File: src/rtl/alu_pkg.sv
// Shared ALU definitions: 3-bit opcode constants used by the ALU control unit
// and the multiply sequencer, plus the sequencer state encoding.
package alu_pkg;

  localparam int unsigned ALU_OP_W = 3;

  localparam logic [ALU_OP_W-1:0] ALU_ADD = 3'b000;
  localparam logic [ALU_OP_W-1:0] ALU_ROR = 3'b001;
  localparam logic [ALU_OP_W-1:0] ALU_XOR = 3'b010;
  localparam logic [ALU_OP_W-1:0] ALU_AND = 3'b011;
  localparam logic [ALU_OP_W-1:0] ALU_SRA = 3'b100;
  localparam logic [ALU_OP_W-1:0] ALU_SRL = 3'b101;
  localparam logic [ALU_OP_W-1:0] ALU_ROL = 3'b110;
  localparam logic [ALU_OP_W-1:0] ALU_SLL = 3'b111;

  localparam int unsigned SEQ_CNT_W = 4;

  typedef enum logic [1:0] {
    SEQ_IDLE  = 2'd0,
    SEQ_ADD   = 2'd1,
    SEQ_SHIFT = 2'd2,
    SEQ_DONE  = 2'd3
  } seq_state_e;

endpackage

File: src/rtl/alu_mult_sequencer.sv
// Multi-cycle shift-and-add multiplier that borrows the shared ALU (ADD and SLL
// only) and stalls the pipeline while running. Returns the low WIDTH bits.
// Optional macro ALU_MULT_SEQUENCER_EARLY_EXIT_EN: skip remaining iterations
// once the multiplier is exhausted, and finish immediately when opB is zero.
module alu_mult_sequencer
  import alu_pkg::*;
#(
  parameter int unsigned WIDTH = 16
) (
  input  logic                clk,
  input  logic                rst,
  input  logic                start,
  input  logic [WIDTH-1:0]    opA,
  input  logic [WIDTH-1:0]    opB,
  input  logic [WIDTH-1:0]    alu_out,
  output logic                busy,
  output logic                done,
  output logic [WIDTH-1:0]    result,
  output logic                alu_own,
  output logic [WIDTH-1:0]    alu_A,
  output logic [WIDTH-1:0]    alu_B,
  output logic [ALU_OP_W-1:0] alu_op,
  output logic                alu_invA,
  output logic                alu_invB,
  output logic                alu_Cin,
  output logic                alu_sign
);

`ifdef ALU_MULT_SEQUENCER_EARLY_EXIT_EN
  localparam bit EARLY_EXIT = 1'b1;
`else
  localparam bit EARLY_EXIT = 1'b0;
`endif

  localparam logic [SEQ_CNT_W-1:0] CNT_LAST = SEQ_CNT_W'(15);

  seq_state_e           state_q, state_d;
  logic [WIDTH-1:0]     mcand_q, mcand_d;
  logic [WIDTH-1:0]     mplier_q, mplier_d;
  logic [WIDTH-1:0]     acc_q, acc_d;
  logic [WIDTH-1:0]     result_q, result_d;
  logic [SEQ_CNT_W-1:0] cnt_q, cnt_d;

  // State and datapath registers; synchronous reset clears everything.
  always_ff @(posedge clk) begin
    if (rst) begin
      state_q  <= SEQ_IDLE;
      mcand_q  <= '0;
      mplier_q <= '0;
      acc_q    <= '0;
      result_q <= '0;
      cnt_q    <= '0;
    end else begin
      state_q  <= state_d;
      mcand_q  <= mcand_d;
      mplier_q <= mplier_d;
      acc_q    <= acc_d;
      result_q <= result_d;
      cnt_q    <= cnt_d;
    end
  end

  // Next-state, datapath update and ALU drive; result is loaded on the edge
  // that enters DONE so it is already valid during the done pulse.
  always_comb begin
    state_d  = state_q;
    mcand_d  = mcand_q;
    mplier_d = mplier_q;
    acc_d    = acc_q;
    result_d = result_q;
    cnt_d    = cnt_q;
    busy     = 1'b1;
    done     = 1'b0;
    alu_own  = 1'b0;
    alu_A    = '0;
    alu_B    = '0;
    alu_op   = ALU_ADD;
    alu_invA = 1'b0;
    alu_invB = 1'b0;
    alu_Cin  = 1'b0;
    alu_sign = 1'b0;

    unique case (state_q)
      SEQ_IDLE: begin
        busy = 1'b0;
        if (start) begin
          mcand_d  = opA;
          mplier_d = opB;
          acc_d    = '0;
          cnt_d    = '0;
          if (EARLY_EXIT && (opB == '0)) begin
            state_d  = SEQ_DONE;
            result_d = '0;
          end else if (opB[0]) begin
            state_d = SEQ_ADD;
          end else begin
            state_d = SEQ_SHIFT;
          end
        end
      end

      SEQ_ADD: begin
        alu_own = 1'b1;
        alu_A   = acc_q;
        alu_B   = mcand_q;
        alu_op  = ALU_ADD;
        acc_d   = alu_out;
        state_d = SEQ_SHIFT;
      end

      SEQ_SHIFT: begin
        alu_own  = 1'b1;
        alu_A    = mcand_q;
        alu_B    = WIDTH'(1);
        alu_op   = ALU_SLL;
        mcand_d  = alu_out;
        mplier_d = mplier_q >> 1;
        cnt_d    = cnt_q + SEQ_CNT_W'(1);
        if ((cnt_q == CNT_LAST) || (EARLY_EXIT && ((mplier_q >> 1) == '0))) begin
          state_d  = SEQ_DONE;
          result_d = acc_q;
        end else if (mplier_q[1]) begin
          state_d = SEQ_ADD;
        end else begin
          state_d = SEQ_SHIFT;
        end
      end

      SEQ_DONE: begin
        done    = 1'b1;
        state_d = SEQ_IDLE;
      end

      default: begin
        state_d = SEQ_IDLE;
      end
    endcase
  end

  assign result = result_q;

endmodule

File: config.mk
export PLATFORM = sky130hd
export DESIGN_NAME = alu_mult_sequencer
export DESIGN_NICKNAME = d
export VERILOG_FILES = /design/src/rtl/alu_pkg.sv /design/src/rtl/alu_mult_sequencer.sv
export SDC_FILE = /design/constraint.sdc
export NUM_CORES = 1
export LEC_CHECK = 0
export BUFFER_PORTS_ARGS = -buffer_cell sky130_fd_sc_hd__clkbuf_2
export CAP_MARGIN = 20
export CORE_UTILIZATION = 30
export DETAILED_ROUTE_END_ITERATION = 8
export PLACE_DENSITY_LB_ADDON = 0.12
export SLEW_MARGIN = 25
export SYNTH_ARGS = -nofsm -noshare
export SYNTH_HDL_FRONTEND = slang
export SYNTH_SLANG_ARGS = --single-unit
File: constraint.sdc
create_clock -name clk -period 6.2 [get_ports clk]
set_input_delay 1.86 -clock clk [delete_from_list [all_inputs] [get_ports clk]]
set_output_delay 1.86 -clock clk [all_outputs]
set_load 0.005 [all_outputs]
* Yosys cells after proc, flatten, opt, wreduce, memory -nomap -nowiden
Index checks and enable logic that the tools add are counted.
** Storage, ports and cells
- Bits of input ports :: 51
- Output and inout port bits :: 58
- Word-level logic and storage cells :: 38
- Register bits :: 70
** Operators by class
- Reduce and logical (&&, ||, !) cells :: 7
- Muxes and demuxes :: 19
- Eq/ne operators :: 5
- $add $sub $neg :: 1
** Operators by type and width (number)
- $pmux W16 S2 :: 5
- $mux W16 :: 3
- $mux W2 :: 4
- $pmux W2 S4 :: 1
- $pmux W4 S2 :: 1
- $reduce_and A2 Y1 :: 3
- $add A4 B1 Y4 const B :: 1
- $eq A2 B2 Y1 const B :: 2
- $eq A4 B4 Y1 const B :: 1
- $mux W4 :: 1
- $reduce_bool A2 Y1 :: 2
- $mux W1 :: 3
- $mux W3 :: 1
- $eq A2 B1 Y1 const B :: 1
- $logic_not A2 Y1 :: 1
- $ne A2 B2 Y1 const B :: 1
- $reduce_or A2 Y1 :: 1

* Depth between registers and ports, before layout
- Depth in word-level cells :: 3
- Gate-level depth with buffers :: 7
- Gate-level depth less buffers :: 5

* Worst setup path after synthesis
OpenSTA, ideal clock, no wires.
- Path kind :: reg2out
- Start point :: reg state_q[0]
- End point :: out alu_A[0]
- Arrival time :: 1.510 ns
- Setup slack :: 2.830 ns
- Path buffers :: 2
- Data required time :: 4.340 ns
- Stages on the path, launching flop included :: 7
- Cell sequence :: dfxtp_1 -> inv_1 -> ha_1 -> and2_1 -> clkbuf_1 -> buf_2 -> a22o_1
** Between the ends
- Longest elaborated chain between the ends :: 2
- Elaborated cells on any way between the ends :: 3
- Those cells by class :: 2 x eq/ne; 1 x mux
** Ends and longest elaborated chain
- start, declared :: RTL line alu_mult_sequencer.sv:37 : seq_state_e state_q, state_d;
- start signal, assigned :: RTL line alu_mult_sequencer.sv:54 : state_q <= state_d;
- $eq A2 B2 Y1 or $eq A2 B1 Y1 (tied branches) :: RTL line alu_mult_sequencer.sv:83 : unique case (state_q)
- $pmux W16 S2 (*) :: RTL line alu_mult_sequencer.sv:83
- end, declared :: RTL line alu_mult_sequencer.sv:20 : output logic [WIDTH-1:0] alu_A,
Every way passes the cells marked *; elsewhere a longest branch is shown, timed or not.

* Worst setup path after layout
- Start point :: reg state_q[1]
- End point :: out alu_A[14]
The elaborated chain is that of the path after synthesis.

==> results summary <==
The flow ran to the end, and the final reports show no timing, DRC or antenna violations. The part of the total power dissipated in the clock network came out at 0.286. The number of warnings printed during yosys synthesis is 0. The category of the most critical setup path is reg2out. The number of gates resized after cts came out at 0. After synthesis, the netlist uses 35 different library cells. The via count of the first global-routing pass is 2,708. The share of the synthesized area in the top cell type came out at 0.433. The maximum vdd drop is 0.154 mV. After legalization and detailed placement, the total HPWL measured 6440 µm. The initial antenna violation count is 0. The async set-or-reset flop fraction in the synthesized netlist is 0. The average detailed-routed wire length per instance came out at 15.9 µm.

The wire length of the first global-routing pass came out at 14,400 µm. The number of nets in the finished design is 495. The layout overhead on the synthesized area came out at 25.3%. The CTS tree is yes. The worst setup path is captured at a primary output.

The tree built by TritonCTS fans out to 69 sinks. The worst pin sits at a relative slew slack of 0.343. The leakage component of the power is 1.73 nW. The post-synthesis instance total came out at 358. The remaining antenna violation count after routing is 0.

The total number of vias came out at 2,854. The hold buffer count at cts is 0. The clock arrives with 0.0102 ns of skew. The most used standard cell by instance count after synthesis is sky130_fd_sc_hd__dfxtp_1.

The tightest min-delay check is of the reg2reg type. Derived from the worst setup path, the maximum achievable clock frequency is 0.234 GHz. After synthesis the cells add up to 3190 µm². STA classifies the critical path startpoint as a flop.

Hold timing on the final database bottoms out at a slack of 0.455 ns. The pin count of the biggest net entering global routing came out at 71. In this run, the number of DRC markers left after iteration 0 of detailed routing was 101. Setup total negative slack on the finished layout was measured at 0 ns. For this run, the leading register cell type out of synthesis is sky130_fd_sc_hd__dfxtp_1. The count of port buffers added during placement came out at 104.

Of all nets on the critical path, the largest fanout is 18. The number of vias per cell came out at 4.92. Data on the critical path arrives at its endpoint at 2.42 ns. The number of synthesized flops with an enable pin is 0. The average cell area after synthesis came out at 8.92 µm². After clock tree synthesis, the clock-pin slew on the worst setup and hold paths is 0.07 ns. In the finished design, the share of the clock period the worst path needs comes to 0.690. The internal portion of total power is 1.16 mW. The biggest area contributor in the post-synthesis netlist is sky130_fd_sc_hd__dfxtp_1. The insertion delay to the later sink of the worst-skew pair came out at 0.34 ns. The synthesized design contains 69 register bits.

The global placement routability congestion is 0.864. The number of diodes is 0. The number of slew-limit violations in the final report came to 0. In this run the vertical extent of the chip is 105 µm.

The final global-route overflow total is 0. The die area is 11,100 µm². After floorplanning, the core was sized to cover 10,300 µm². Of the cells placed in the final design, the portion with a size suffix greater than 1 is 0.284. The part of the Yosys area used for sequential elements came out at 0.433. The overall global routing resource usage is 0.167. The clock tree root buffer cell is sky130_fd_sc_hd__clkbuf_8.

In this run the core area contains 37 standard-cell rows. The final layout contains routed wiring with a total length of 9190 µm. Fill cells in the final layout number 1,086. The die width is 105 µm. Setup repair after global routing left no endpoint under its margin. The total net switching power is 673 µW. The least setup slack across all paths after layout is 1.92 ns.

By area the synthesized netlist is led by sky130_fd_sc_hd__dfxtp_1 (43%), sky130_fd_sc_hd__mux2i_1 (9.7%), sky130_fd_sc_hd__a211oi_1 (7.3%), sky130_fd_sc_hd__nor2_1 (5.8%), sky130_fd_sc_hd__a22o_1 (4.7%). TritonCTS created 9 clock buffers. For this design the top-level I/O count stands at 109.

The total power per unit cell area came out at 458 nW/µm². The maximum clock path buffer count is 2. The final number of setup-violating endpoints came out at 0. The portion of total power attributed to sequential cells came out at 0.346. Of the total power, the share spent switching nets is 0.367. The number of cells on the worst reg-to-reg path is 6. The initial core utilization is 0.309. For the worst setup path, the data required time is 4.34 ns. At the pin with the least slew margin, the transition time is 0.966 ns. The number of H-tree branching levels is 3.

The remaining routing DRC violations came out at 0. The final hold violation count is 0. Of the total power, combinational logic draws 0.369. The max capacitance violation total came out at 0. Sorting the synthesized cells by how often they occur yields sky130_fd_sc_hd__dfxtp_1 (69), sky130_fd_sc_hd__nor2_1 (49), sky130_fd_sc_hd__nand2_1 (36). The shortest period the worst path allows came out at 4.28 ns. The worst hold path passes through 2 cells. The total setup buffers inserted after CTS came out at 0. The iteration count of the initial detailed-routing pass came out at 4. The pre-CTS setup slack came out at 2.28 ns.
## through the flow
stage / instance area (µm²) / instances / util / power (mW)
after CTS: 4000 / 580 / 0.387 / 1.85
after detailed placement: 3710 / 564 / 0.360 / 1.32
after floorplan: 3200 / 361 / - / 1.17
after global placement: 3710 / 564 / 0.360 / 1.32
final: 4000 / 580 / 0.387 / 1.83
after global routing: 4000 / 580 / 0.387 / 1.95
## placed cells by master (no fill, tap or decap), types with 3 or more instances in the layout
cell and instances:
sky130_fd_sc_hd__nor2_1 49, sky130_fd_sc_hd__a21oi_1 19, sky130_fd_sc_hd__nand3_1 3, sky130_fd_sc_hd__conb_1 4
sky130_fd_sc_hd__a32oi_1 17, sky130_fd_sc_hd__clkbuf_2 104, sky130_fd_sc_hd__clkbuf_8 9, sky130_fd_sc_hd__ha_1 4
sky130_fd_sc_hd__buf_4 3, sky130_fd_sc_hd__nand2_1 36, sky130_fd_sc_hd__and3_1 16, sky130_fd_sc_hd__inv_1 3
sky130_fd_sc_hd__bufinv_16 5, sky130_fd_sc_hd__a211oi_1 31, sky130_fd_sc_hd__mux2i_1 31, sky130_fd_sc_hd__dfxtp_1 69
sky130_fd_sc_hd__a22o_1 17
## flip-flops by register name (all words and copies together), names as in the netlist
register  flops
acc_q        16
cnt_q         4
mcand_q      16
mplier_q     15
result       16
state_q       2
## routing by layer
layer | track usage | share of wire
met1 | 0.226 | 0.48
met2 | 0.261 | 0.46
met3 | 0.0387 | 0.044
met4 | 0.0563 | 0.012
met5 | 0 | 0
## worst paths after layout
check	start	to	slack [ns]
worst max-delay path	state_q[1]$_SDFFE_PP0P_	alu_A[14]	1.92
worst min-delay path	result[4]$_SDFFE_PP0P_	result[4]$_SDFFE_PP0P_	0.46
worst max register to register	state_q[0]$_SDFFE_PP0P_	mcand_q[8]$_SDFFE_PP0P_	3.91
worst min register to register	result[4]$_SDFFE_PP0P_	result[4]$_SDFFE_PP0P_	0.46
## critical path, stage by stage (launching register included)
cell                       delay (ns)
sky130_fd_sc_hd__dfxtp_1         0.38
sky130_fd_sc_hd__inv_1           0.08
sky130_fd_sc_hd__ha_1            0.58
sky130_fd_sc_hd__and2_1          0.65
sky130_fd_sc_hd__a22o_1          0.28
sky130_fd_sc_hd__clkbuf_2        0.13
## power by group through the flow
stage	combinational, mW	clock [mW]	sequential (mW)
6_report	0.676	0.523	0.633
5_1_grt	0.748	0.556	0.649
4_1_cts	0.683	0.538	0.633
3_5_place_dp	0.679	0	0.643
3_3_place_gp	0.674	0	0.645
2_1_floorplan	0.558	0	0.610
## layout make-up
cell class | instances | area, µm² | share of cell area
Multi-Input combinational cell | 248 | 1600 | 0.401
Sequential cell | 69 | 1380 | 0.345
Timing Repair Buffer | 107 | 543 | 0.136
Tap cell | 136 | 170 | 0.0425
Clock inverter | 6 | 159 | 0.0397
Clock buffer | 10 | 128 | 0.0319
Inverter | 4 | 15.0 | 0.00375
## kinds of logic (layout without fill, tap and decap cells)
logic type | Yosys count | in the layout | synth area share
simple gates | 116 | 116 | 0.161
compound gates | 90 | 90 | 0.210
flops | 69 | 69 | 0.433
buf+inv | 44 | 127 | 0.0694
mux | 33 | 33 | 0.106
fa+ha+maj | 5 | 5 | 0.0196
other cells | 1 | 4 | 0.00117
Note: power is estimated with default switching activity, not from simulation.
